## src/rtl/mem_arb_pkg.sv

```systemverilog
// Shared types and constants for the 1R1W memory arbiter.
// Holds the FSM state encoding, the grant identifier and the default RAM
// word-address width. Also provides a helper that expands byte enables to a bit mask.
package mem_arb_pkg;

  localparam int RAM_AW_DEFAULT = 12;

  // RMW_RD names the read half of a partial write. That half runs in the grant
  // cycle while the register still holds IDLE, so the register never holds RMW_RD.
  typedef enum logic [1:0] {
    IDLE    = 2'd0,
    RD_DATA = 2'd1,
    RMW_RD  = 2'd2,
    RMW_WR  = 2'd3
  } arb_state_t;

  typedef enum logic {
    GNT_INSTR = 1'b0,
    GNT_DATA  = 1'b1
  } gnt_t;

  // Expand a 4-bit byte enable into a 32-bit lane mask.
  function automatic logic [31:0] be_to_mask(input logic [3:0] be);
    logic [31:0] mask;
    for (int n = 0; n < 4; n++) begin
      mask[8*n +: 8] = {8{be[n]}};
    end
    return mask;
  endfunction

endpackage

```

## src/rtl/mem_arb_byte_merge.sv

```systemverilog
// Combinational byte-lane merge for read-modify-write.
// Enabled lanes are taken from new_word. Disabled lanes keep old_word.
module mem_arb_byte_merge
  import mem_arb_pkg::*;
(
  input  logic [31:0] old_word,
  input  logic [31:0] new_word,
  input  logic [3:0]  be,
  output logic [31:0] merged_word
);

  logic [31:0] lane_mask;

  assign lane_mask   = be_to_mask(be);
  assign merged_word = (old_word & ~lane_mask) | (new_word & lane_mask);

endmodule

```

## src/rtl/mem_arbiter_1r1w.sv

```systemverilog
// Single-port RAM arbiter for a CPU instruction port and a CPU data port.
// Both ports use an Avalon-style waitrequest handshake. The arbiter serialises
// requests and emulates byte-enable writes with a read-modify-write sequence.
// Optional feature: define MEM_ARB_RR_EN for round-robin grant on contention.
// Without it, the data port has fixed priority over the instruction port.
module mem_arbiter_1r1w
  import mem_arb_pkg::*;
#(
  parameter int RAM_AW = RAM_AW_DEFAULT
) (
  input  logic              clk,
  input  logic              reset,
  // instruction fetch port
  input  logic              i_read,
  input  logic [31:0]       i_address,
  output logic              i_waitrequest,
  output logic [31:0]       i_readdata,
  // data port
  input  logic              d_read,
  input  logic              d_write,
  input  logic [3:0]        d_byteenable,
  input  logic [31:0]       d_address,
  input  logic [31:0]       d_writedata,
  output logic              d_waitrequest,
  output logic [31:0]       d_readdata,
  // RAM side
  output logic [RAM_AW-1:0] ram_address,
  output logic              ram_write,
  output logic              ram_read,
  output logic [31:0]       ram_writedata,
  input  logic [31:0]       ram_readdata
);

  arb_state_t        state_q, state_d;
  gnt_t              gnt_q, gnt_d;
  logic              d_req, i_req;
  logic              grant_data;
  logic              be_full, be_none;
  logic [RAM_AW-1:0] d_word, i_word;
  logic [31:0]       merged_word;

  // The byte-offset bits and the bits above the RAM window are dropped, so addresses alias.
  logic unused_addr_bits;
  assign unused_addr_bits = ^{d_address[31:RAM_AW+2], d_address[1:0],
                              i_address[31:RAM_AW+2], i_address[1:0]};

  assign d_word  = d_address[RAM_AW+1:2];
  assign i_word  = i_address[RAM_AW+1:2];
  assign d_req   = d_read | d_write;
  assign i_req   = i_read;
  assign be_full = &d_byteenable;
  assign be_none = ~|d_byteenable;

`ifdef MEM_ARB_RR_EN
  gnt_t last_grant_q;

  // On contention, grant the port that was not granted last.
  assign grant_data = d_req && (!i_req || (last_grant_q == GNT_INSTR));

  // Record the winner of every grant made in IDLE.
  always_ff @(posedge clk) begin
    if (reset) begin
      last_grant_q <= GNT_INSTR;
    end else if ((state_q == IDLE) && (d_req || i_req)) begin
      last_grant_q <= grant_data ? GNT_DATA : GNT_INSTR;
    end
  end
`else
  // Fixed priority: the data port always wins.
  assign grant_data = d_req;
`endif

  mem_arb_byte_merge u_merge (
    .old_word    (ram_readdata),
    .new_word    (d_writedata),
    .be          (d_byteenable),
    .merged_word (merged_word)
  );

  // Next-state and output decode. Outputs are forced idle while reset is high.
  always_comb begin
    // NOTE: every output gets a default before the case, so no path can infer a latch.
    state_d       = state_q;
    gnt_d         = gnt_q;
    ram_address   = d_word;
    ram_write     = 1'b0;
    ram_read      = 1'b0;
    ram_writedata = d_writedata;
    i_waitrequest = 1'b1;
    d_waitrequest = 1'b1;
    i_readdata    = '0;
    d_readdata    = '0;

    case (state_q)
      IDLE: begin
        if (grant_data) begin
          gnt_d       = GNT_DATA;
          ram_address = d_word;
          // A simultaneous read and write is handled as a write.
          if (d_write) begin
            if (be_full) begin
              ram_write     = 1'b1;
              d_waitrequest = 1'b0;
            end else if (be_none) begin
              d_waitrequest = 1'b0;
            end else begin
              ram_read = 1'b1;
              state_d  = RMW_WR;
            end
          end else begin
            ram_read = 1'b1;
            state_d  = RD_DATA;
          end
        end else if (i_req) begin
          gnt_d       = GNT_INSTR;
          ram_address = i_word;
          ram_read    = 1'b1;
          state_d     = RD_DATA;
        end
      end

      RD_DATA: begin
        state_d = IDLE;
        if (gnt_q == GNT_DATA) begin
          ram_address   = d_word;
          d_waitrequest = 1'b0;
          d_readdata    = ram_readdata;
        end else begin
          ram_address   = i_word;
          i_waitrequest = 1'b0;
          i_readdata    = ram_readdata;
        end
      end

      RMW_WR: begin
        ram_address   = d_word;
        ram_writedata = merged_word;
        ram_write     = 1'b1;
        d_waitrequest = 1'b0;
        state_d       = IDLE;
      end

      default: begin
        state_d = IDLE;
      end
    endcase

    if (reset) begin
      ram_write     = 1'b0;
      ram_read      = 1'b0;
      i_waitrequest = 1'b1;
      d_waitrequest = 1'b1;
      i_readdata    = '0;
      d_readdata    = '0;
    end
  end

  // State and granted-port registers. Reset drops any in-flight transaction.
  always_ff @(posedge clk) begin
    // NOTE: state registers use non-blocking assignment, so every flop samples pre-edge values.
    if (reset) begin
      state_q <= IDLE;
      gnt_q   <= GNT_INSTR;
    end else begin
      state_q <= state_d;
      gnt_q   <= gnt_d;
    end
  end

`ifndef SYNTHESIS
  // The data master must not assert read and write together.
  rw_exclusive: assert property (@(posedge clk) disable iff (reset) !(d_read && d_write));
`endif

endmodule

```

## config.mk

```make
export PLATFORM = sky130hd
export DESIGN_NAME = mem_arbiter_1r1w
export DESIGN_NICKNAME = d
export VERILOG_FILES = /design/src/rtl/mem_arb_pkg.sv /design/src/rtl/mem_arb_byte_merge.sv /design/src/rtl/mem_arbiter_1r1w.sv
export SDC_FILE = /design/constraint.sdc
export NUM_CORES = 1
export LEC_CHECK = 0
export BUFFER_PORTS_ARGS = -buffer_cell sky130_fd_sc_hd__buf_2
export CORE_AREA = 2 2 98 100
export DETAILED_ROUTE_END_ITERATION = 10
export DIE_AREA = 0 0 100 102
export SYNTH_ARGS = -nofsm -noshare
export SYNTH_HDL_FRONTEND = slang
export SYNTH_SLANG_ARGS = --single-unit
```

## constraint.sdc

```tcl
create_clock -name clk -period 2.5 [get_ports clk]
set_clock_uncertainty 0.2 [all_clocks]
set_input_delay 0.5 -clock clk [delete_from_list [all_inputs] [get_ports clk]]
set_output_delay 0.5 -clock clk [all_outputs]
set_load 0.01 [all_outputs]
```

==> metrics.txt <==
# TYPE chip_impl_metric gauge
chip_impl_metric{name="power.switching",unit="W"} 0.000245
chip_impl_metric{name="mappedNetlistArea",unit="mm^2"} 0.00128
chip_impl_metric{name="hold_buffers",unit=""} 0
chip_impl_info{name="critPathLaunchType",value="flop"} 1
chip_impl_metric{name="setup_violations",unit=""} 0
chip_impl_metric{name="finalCritPeriodShare",unit=""} 0.953
chip_impl_info{name="yosys-top-cells-count",value="64 x and2_1, 31 x mux2_2, 10 x a22o_1"} 1
chip_impl_metric{name="max-cap-violations",unit=""} 0
chip_impl_metric{name="numPlacedInstances",unit=""} 478
chip_impl_metric{name="ant_nets",unit=""} 0
chip_impl_info{name="synthMostInstantiatedCell",value="and2_1"} 1
chip_impl_metric{name="final_period_minus_worst_setup_slack",unit="ps"} 2380
chip_impl_metric{name="comb_power_share",unit=""} 0.673
chip_impl_metric{name="ys_ff_latch",unit=""} 3
chip_impl_metric{name="chipHeight",unit="um"} 102
chip_impl_metric{name="dpl_worst_slack",unit="ps"} 167
chip_impl_info{name="leading_area_contributor_after_synthesis",value="and2_1"} 1
chip_impl_metric{name="worstSkewPairLatency",unit="ps"} 220
chip_impl_metric{name="synth_top_area_share",unit=""} 0.313
chip_impl_info{name="grt_setup_unrepaired",value="no"} 1
chip_impl_metric{name="required",unit="ps"} 1800
chip_impl_metric{name="power.density",unit="mW/mm^2"} 247
chip_impl_metric{name="synthArstFlopShare",unit=""} 0
chip_impl_metric{name="wire_length_of_the_first_global_routing_pass",unit="um"} 8340
chip_impl_metric{name="post_drt_wl_per_cell",unit="um"} 12.5
chip_impl_metric{name="detailed_placer_s_ending_hpwl",unit="um"} 5110
chip_impl_metric{name="critPathMaxFanout",unit=""} 34
chip_impl_metric{name="final_nets",unit=""} 513
chip_impl_metric{name="finalMaxSlewViolations",unit=""} 0
chip_impl_metric{name="htree_num_levels",unit=""} 1
chip_impl_metric{name="io_buffers",unit=""} 208
chip_impl_metric{name="hold_viol_final",unit=""} 0
chip_impl_metric{name="fp.dieArea",unit="mm^2"} 0.0102
chip_impl_metric{name="route.detailed.vias_per_inst",unit=""} 4.12
chip_impl_metric{name="finish.cell_count_without_fillers",unit=""} 483
chip_impl_metric{name="static-leakage-power",unit="nW"} 1.48
chip_impl_metric{name="sequentialPowerShare",unit=""} 0.096
chip_impl_metric{name="worst_setup_hold_path_clk_slew",unit="ps"} 30
chip_impl_info{name="end_kind",value="output port"} 1
chip_impl_metric{name="grt-ovfl-total",unit=""} 0
chip_impl_metric{name="cts_buffer_depth",unit=""} 2
chip_impl_info{name="crit_slowest_cell",value="dfxtp_1"} 1
chip_impl_metric{name="post_route_cells_drive_above_1_share",unit=""} 0.704
chip_impl_info{name="min-delay-path-class",value="flop to flop"} 1
chip_impl_metric{name="count_of_vias_placed_by_the_detailed_router",unit=""} 1991
chip_impl_metric{name="wl",unit="um"} 6050
chip_impl_metric{name="drc_errors",unit=""} 0
chip_impl_metric{name="timing.critical_path.slowest_cell_delay",unit="ps"} 340
chip_impl_metric{name="power.clock.fraction",unit=""} 0.231
chip_impl_metric{name="wl_met2",unit="um"} 3090
chip_impl_metric{name="floorplan.initialDensity",unit=""} 0.141
chip_impl_metric{name="cts_sinks",unit=""} 3
chip_impl_metric{name="rows",unit=""} 35
chip_impl_metric{name="antenna_violations_before_repair",unit=""} 0
chip_impl_metric{name="core",unit="mm^2"} 0.00911
chip_impl_metric{name="fin_ws",unit="ps"} 118
chip_impl_metric{name="route.met3.wl",unit="um"} 560
chip_impl_info{name="critical_setup_path_kind",value="flop to output port"} 1
chip_impl_metric{name="max_freq",unit="MHz"} 420
chip_impl_metric{name="floorplan.die.width",unit="um"} 100
chip_impl_info{name="cp_cell_sequence",value="inv_2, ha_1, nand2b_4, nor2_2, buf_4, and2_1, buf_2"} 1
chip_impl_metric{name="setup-tns-final",unit="ps"} 0
chip_impl_metric{name="design_power_total",unit="W"} 0.000622
chip_impl_metric{name="first_global_vias",unit=""} 1768
chip_impl_metric{name="number_of_instances_in_the_synthesized_netlist",unit=""} 166
chip_impl_metric{name="grt.total_usage",unit=""} 0.103
chip_impl_metric{name="syn_nets",unit=""} 307
chip_impl_metric{name="post_cts_buffers",unit=""} 0
chip_impl_metric{name="syn_avg_cell_area",unit="um^2"} 7.72
chip_impl_info{name="maxUsedRoutingLayer",value="met4"} 1
chip_impl_metric{name="detail_route.first_pass.iterations",unit=""} 4
chip_impl_metric{name="drt_iter0_markers",unit=""} 41
chip_impl_metric{name="cellInternalPower",unit="W"} 0.000377
chip_impl_info{name="synthFlopType",value="dfxtp_1"} 1
chip_impl_metric{name="fraction_of_the_yosys_area_taken_by_sequential_cells",unit=""} 0.0469
chip_impl_metric{name="wl_met1",unit="um"} 2360
chip_impl_info{name="run_status",value="completed"} 1
chip_impl_info{name="tritoncts",value="yes"} 1
chip_impl_metric{name="yosysWarnings",unit=""} 0
chip_impl_metric{name="worstPathArrival",unit="ps"} 1680
chip_impl_metric{name="areaGrowthSynthToFinish",unit="%"} 96.7
chip_impl_info{name="synth.top_cells.by_area",value="and2_1 31%, mux2_2 27%, a22o_1 6.8%, dfxtp_1 4.7%, ha_1 3.9%"} 1
chip_impl_metric{name="synth_cell_type_count",unit=""} 29
chip_impl_metric{name="ioPinCount",unit=""} 249
chip_impl_metric{name="cts_made_buffers",unit=""} 3
chip_impl_metric{name="largest_net_degree_at_the_start_of_global_routing",unit=""} 34
chip_impl_info{name="clock_tree_root",value="clkbuf_8"} 1
chip_impl_metric{name="synth_enable_flop_cells",unit=""} 0
chip_impl_metric{name="slew-limit-headroom",unit=""} 0.812
chip_impl_metric{name="worst_pin_slew",unit="ps"} 282
chip_impl_metric{name="routabilityCongestion",unit=""} 0.789
chip_impl_metric{name="peakVddDrop",unit="mV"} 0.126
chip_impl_metric{name="power_switching_share",unit=""} 0.394
[cell families after synthesis]
kind of cell    after synthesis  share of synthesized area
buf+inv                      16                     0.0625
fa+ha+maj                     4                     0.0391
mux                          32                      0.281
compound gates               22                      0.137
simple gates                 89                      0.434
flops                         3                     0.0469
[sequential cells by signal, indices dropped and copies added, names as in the netlist]
| name | cells |
|---|---|
| state_q | 2 |
| gnt_q | 1 |
[critical path: cells and delay by family, from the launching register on]
family | cells | cell delay (ps)
buf+inv | 3 | 520
simple gates | 3 | 370
flops | 1 | 340
fa+ha+maj | 1 | 230
[power by group through the flow]
stage                     Sequential (W)  Combinational (W)  Clock [W]
after floorplan                0.0000581           0.000215          0
after global placement         0.0000596           0.000409          0
after detailed placement       0.0000598           0.000415          0
after CTS                      0.0000590           0.000423   0.000147
after global routing           0.0000604           0.000460   0.000154
final                          0.0000596           0.000419   0.000144
[per-stage QoR]
| stage | util | instance area [um^2] | hold slack (ps) |
|---|---|---|---|
| after floorplan | - | 1280 | 244 |
| after global placement | 0.269 | 2450 | 274 |
| after detailed placement | 0.269 | 2450 | 277 |
| after CTS | 0.275 | 2510 | 280 |
| after global routing | 0.276 | 2520 | 317 |
| final | 0.277 | 2520 | 282 |
[routing by layer]
metal	vias to the layer above	GRT usage
li1	982	-
met1	865	0.117
met2	140	0.205
met3	4	0.0144
met4	0	0.0200
met5	-	0
[placed cells by master (no fill, tap or decap), types with 2 or more instances in the layout]
master    Yosys  layout
buf_4         0       3
a21oi_1       3       3
inv_1         4       2
dfxtp_1       3       3
a22o_2        2       2
mux2_2       31      31
a22o_1       10      10
inv_2         0       2
ha_1          4       3
nor2_2        0       2
nor2_1        6       4
nor3_1        2       2
nand2_1       4       4
nand2b_1      5       3
o21ai_0       2       2
buf_2         4     208
clkbuf_8      0       3
nand2b_2      0       2
and2_1       64      64
nand2b_4      2       2
[timing repair]
item	CTS	global route
setup endpoints to repair	12	27
gates resized for setup	2	5
cloned	0	0
[path summary, 6_finish.rpt]
kind	startpoint	endpoint	slack (ps)	depth (start not counted)
worst max-delay path	state_q[1]	i_readdata[11]	120	7
worst min-delay path	gnt_q	gnt_q	280	2
worst max register to register	state_q[0]	state_q[0]	1310	4
worst min register to register	gnt_q	gnt_q	280	2
[final cells by class]
| type | count | area, um^2 |
|---|---|---|
| Fill cell | 990 | 6590 |
| Multi-Input combinational cell | 147 | 1160 |
| Timing Repair Buffer | 213 | 1090 |
| Tap cell | 111 | 139 |
| Sequential cell | 3 | 60.1 |
| Clock buffer | 4 | 45.0 |
| Inverter | 4 | 15.0 |
| Antenna cell | 1 | 2.50 |
(Power assumes the default switching activity.)
